**config.mk**
```make
export PLATFORM = sky130hd
export DESIGN_NAME = instr_prefetch_queue
export DESIGN_NICKNAME = d
export VERILOG_FILES = /design/src/rtl/instr_prefetch_queue.sv
export SDC_FILE = /design/constraint.sdc
export NUM_CORES = 1
export LEC_CHECK = 0
export BUFFER_PORTS_ARGS = -buffer_cell sky130_fd_sc_hd__buf_2
export CORE_AREA = 2 2 181 183
export DETAILED_ROUTE_END_ITERATION = 8
export DIE_AREA = 0 0 183 185
export GPL_TIMING_DRIVEN = 1
export SYNTH_ARGS = -nofsm -noshare
export SYNTH_HDL_FRONTEND = slang
export SYNTH_SLANG_ARGS = --single-unit
```
**constraint.sdc**
```tcl
create_clock -name clk -period 5.97 [get_ports clk]
set_input_delay 1.194 -clock clk [delete_from_list [all_inputs] [get_ports clk]]
set_output_delay 1.194 -clock clk [all_outputs]
set_load 0.05 [all_outputs]
```
**src/rtl/instr_prefetch_queue.sv**
```systemverilog
// Instruction prefetch queue: owns the sequential fetch pointer, issues
// one-cycle-latency reads to instruction memory, and buffers returned words
// in a first-word-fall-through queue drained by decode. A redirect flushes
// everything and restarts fetch; a HLT entering the queue stops fetching.
module instr_prefetch_queue #(
   parameter int         DEPTH  = 4,
   parameter int         AW     = 16,
   parameter logic [3:0] HLT_OP = 4'hF
) (
   input  logic                     clk,
   input  logic                     rst_n,
   output logic                     imem_req,
   output logic [AW-1:0]            imem_addr,
   input  logic [15:0]              imem_rdata,
   input  logic                     imem_rvalid,
   input  logic                     redirect,
   input  logic [AW-1:0]            redirect_addr,
   output logic [15:0]              inst,
   output logic [AW-1:0]            inst_pc,
   output logic                     inst_valid,
   input  logic                     inst_ready,
   output logic                     halted,
   output logic [$clog2(DEPTH):0]   count
);

   localparam int              PW      = $clog2(DEPTH);
   localparam int              CW      = PW + 1;
   localparam logic [CW:0]     DEPTH_W = (CW+1)'(DEPTH);
   localparam logic [CW-1:0]   DEPTH_C = CW'(DEPTH);

   // Control state
   logic [AW-1:0] fetch_ptr_reg;
   logic [AW-1:0] req_addr_reg;
   logic          inflight_reg;
   logic          drop_reg;
   logic          halted_reg;
   logic [CW-1:0] count_reg;
   logic [CW-1:0] count_next;
   logic [PW-1:0] wr_ptr_reg;
   logic [PW-1:0] rd_ptr_reg;
   logic [15:0]   hold_inst_reg;
   logic [AW-1:0] hold_pc_reg;

   // Queue storage: instruction word in the upper bits, its address below
   logic [16+AW-1:0] entry_mem [DEPTH];

   logic [CW:0]      credit_sum;
   logic             issue;
   logic             not_empty;
   logic             enq;
   logic             deq;
   logic             enq_hlt;
   logic [16+AW-1:0] head;

   // Credit check counts the in-flight word so a response always has a slot
   assign credit_sum = {1'b0, count_reg} + {{CW{1'b0}}, inflight_reg};
   assign issue      = rst_n & ~halted_reg & ~redirect & (credit_sum < DEPTH_W);
   assign not_empty  = (count_reg != '0);
   // A redirect voids any enqueue or dequeue in the same cycle
   assign enq        = imem_rvalid & ~drop_reg & ~redirect;
   assign deq        = not_empty & inst_ready & ~redirect;
   assign enq_hlt    = enq & (imem_rdata[15:12] == HLT_OP);
   assign head       = entry_mem[rd_ptr_reg];

   assign imem_req   = issue;
   assign imem_addr  = fetch_ptr_reg;
   assign inst_valid = not_empty;
   assign halted     = halted_reg;
   assign count      = count_reg;
   // Head shows through while non-empty; otherwise the last shown value holds
   assign inst       = not_empty ? head[16+AW-1:AW] : hold_inst_reg;
   assign inst_pc    = not_empty ? head[AW-1:0]     : hold_pc_reg;

   // Next occupancy from simultaneous push/pop
   always_comb begin
      count_next = count_reg;
      case ({enq, deq})
         2'b10:   count_next = count_reg + CW'(1);
         2'b01:   count_next = count_reg - CW'(1);
         default: count_next = count_reg;
      endcase
   end

   // Fetch pointer, request tracking, halt/drop flags and queue pointers
   always_ff @(posedge clk) begin
      if (!rst_n) begin
         fetch_ptr_reg <= '0;
         req_addr_reg  <= '0;
         inflight_reg  <= 1'b0;
         drop_reg      <= 1'b0;
         halted_reg    <= 1'b0;
         count_reg     <= '0;
         wr_ptr_reg    <= '0;
         rd_ptr_reg    <= '0;
         hold_inst_reg <= '0;
         hold_pc_reg   <= '0;
      end else begin
         if (not_empty) begin
            hold_inst_reg <= head[16+AW-1:AW];
            hold_pc_reg   <= head[AW-1:0];
         end
         if (redirect) begin
            fetch_ptr_reg <= redirect_addr;
            inflight_reg  <= 1'b0;
            drop_reg      <= inflight_reg;
            halted_reg    <= 1'b0;
            count_reg     <= '0;
            wr_ptr_reg    <= '0;
            rd_ptr_reg    <= '0;
         end else begin
            if (issue) begin
               fetch_ptr_reg <= fetch_ptr_reg + AW'(1);
               req_addr_reg  <= fetch_ptr_reg;
            end
            inflight_reg <= issue;
            // The response already requested behind a HLT must be discarded
            drop_reg     <= enq_hlt;
            if (enq_hlt)
               halted_reg <= 1'b1;
            if (enq)
               wr_ptr_reg <= wr_ptr_reg + PW'(1);
            if (deq)
               rd_ptr_reg <= rd_ptr_reg + PW'(1);
            count_reg <= count_next;
         end
      end
   end

   // Queue storage write; contents need no reset
   always_ff @(posedge clk) begin
      if (enq)
         entry_mem[wr_ptr_reg] <= {imem_rdata, req_addr_reg};
   end

   // Credit scheme must never let a response arrive into a full queue
   always_ff @(posedge clk) begin
      if (rst_n && enq)
         no_overflow: assert (count_reg < DEPTH_C);
   end

endmodule

```
==> flow_summary.yaml <==
detailed_routing:
  drcViolationCount: 0
  drt_wl_total_mm: 17.8
  first_pass_iters: 4
  vias_per_cell: 4.33
  drtIter0Drc: 284
  wl_per_cell_um: 17.3
  ant_nets: 0
  vias: 4446
logic_synthesis:
  synth_top_area_share: 0.487
  synth_edf_count: 128
  synth.most_common_cell: "edfxtp_1"
  synthesis.area_sq_um: 7900
  yosys.area_share.simple: 0.0843
  synth_common_cells: "edfxtp_1, dfxtp_1, and2_1, nand2_1"
  ys_warn_count: 0
  syn_nets: 554
  synthAdderAreaFrac: 0.0120
  synth_cell_types: 42
  yosys.area.top_type: "edfxtp_1"
  ys_seq_area_frac: 0.679
  syn_inst: 510
  ys_ff_latch: 204
  yosys-mux-area-fraction: 0.141
  synth-xor-area-share: 0.0155
  synth-async-reset-ratio: 0
  ys.flop_type: "edfxtp_1"
  synth_area_per_cell_sq_um: 15.5
  synth_top_family_by_area: "multiplexers"
  synth_compound_area_frac: 0.0464
  synthTopCellsByArea: "edfxtp_1, dfxtp_1, mux4_2"
die:
  core_area_sq_um: 32000
  num_io_pins: 91
  die_y_um: 185
  initial_core_util: 0.247
  rows: 66
  die-area_sq_um: 33900
  die_width_um: 183
setup_path:
  cp_max_fo: 34
  arrival_ns: 3.30
  crit_buf_inv: 4
  critPathTopFamily: "buffers and inverters"
  slowest_delay_ns: 0.64
  worstPathCellList: "buf_2 -> inv_1 -> nand3_2 -> clkinv_1 -> buf_2"
  cp-start-kind: "input pin"
  slowest_stage: "inv_1"
  critical_path.endpoint_type: "output pin"
  critPathKind: "in -> out"
  crit_top_cell: "buf_2"
  cp_data_required_time_ns: 4.78
placement:
  place_congestion: 0.733
  pre_cts_ws_ns: 1.48
  hpwl_mm: 11.2
  portBuffers: 90
clock_network:
  cts.hold.buffers_added: 0
  clkTransAtPathRegs_ns: 0.06
  clock_latency_ns: 0.51
  cts-buffers-inserted: 24
  tritoncts: "yes"
  htree_num_levels: 1
  clockBufferDepth: 3
  cts_resized: 0
  cts_num_sinks: 204
  root_buffer: "clkbuf_16"
  cts_setup_buffers: 0
grt:
  grt_pass1_wl_mm: 26.9
  antenna_found_initial: 0
  grt_pass1_vias: 4384
  grt_use_total: 0.105
  grt_max_degree: 71
  grt_overflow: 0
timing:
  clock_skew_ns: 0.0199
  timing.hold.ws_ns: 0.512
  setup_tns_ns: 0
  slew_headroom: 0.292
  period_needed_ns: 4.50
  rsz0062_at_grt: "no"
  setup_slack_ns: 1.47
  finalMaxSlewViolations: 0
  hold_violations: 0
  setup_viol: 0
  finalCritPeriodShare: 0.754
  tightest_slew_ns: 1.06
  fmax_mhz: 222
final_layout:
  antennaDiodeCount: 0
  largest_register_ffs: 128
  drive_gt1_frac: 0.330
  nNetsFinal: 645
  regMostFlops: "entry_mem"
  area_growth_pct: 20.8
  fin_util: 0.298
run_status:
  status: "complete, no violations"
power:
  p_per_area_nw_per_um2: 335
  peakVddDrop_mv: 0.167
  power.total_mw: 3.19
  power_leakage_nw: 3.43
worst_hold_path:
  hp-class: "reg -> reg"
job:
  cap_violations: 0
power by group:
| group | internal [mW] | switching (mW) |
|---|---|---|
| Clock | 0.845 | 0.569 |
| Sequential | 1.53 | 0.0275 |
| Combinational | 0.0664 | 0.155 |
cell families after synthesis:
family                   Yosys count
AO/OA/AOI/OAI                     57
buffers and inverters             39
multiplexers                      67
adder cells (fa/ha/maj)            7
flip-flops                       204
XOR/XNOR                          14
AND/OR/NAND/NOR                  122
layer usage:
layer  track usage  vias to the layer above  share of wire
li1              -                     2111              -
met1         0.139                     2200           0.45
met2         0.171                      116           0.47
met3        0.0260                       19          0.060
met4        0.0285                        0          0.015
met5             0                        -              0
path summary, 6_finish.rpt:
path,startpoint,endpoint,slack [ns],depth (start not counted)
worst min register to register,req_addr_reg[7],entry_mem[0][7],0.51,0
worst max-delay path,redirect,imem_req,1.47,5
worst min-delay path,req_addr_reg[7],entry_mem[0][7],0.51,0
worst max register to register,count[0],count[2],3.27,9
placed cells by master (no fill, tap or decap), drive strengths merged, types with 9 or more instances in the layout:
cell / n
and2: 36
dfxtp: 76
clkbuf: 30
mux2: 32
buf: 93
inv: 12
o21ai: 14
xor2: 9
clkinv: 11
nand2: 36
a21oi: 14
edfxtp: 128
mux4: 32
nor2: 11
a21boi: 16
area by class of cell:
class	count	area (sq um)
fill	3244	22500
multi-input combinational	267	2370
sequential	204	5370
tap	408	510
clock buffer	30	674
inverter	11	41.3
clock inverter	14	104
timing repair buffer	93	473
per-stage QoR:
| step | instances | instance area [sq um] |
|---|---|---|
| CTS | 1027 | 9540 |
| global route | 1027 | 9540 |
| floorplan | 510 | 7900 |
| detailed placement | 983 | 8760 |
| finish | 1027 | 9540 |
| global placement | 983 | 8760 |
No activity file was read; power rests on OpenSTA's default activity.
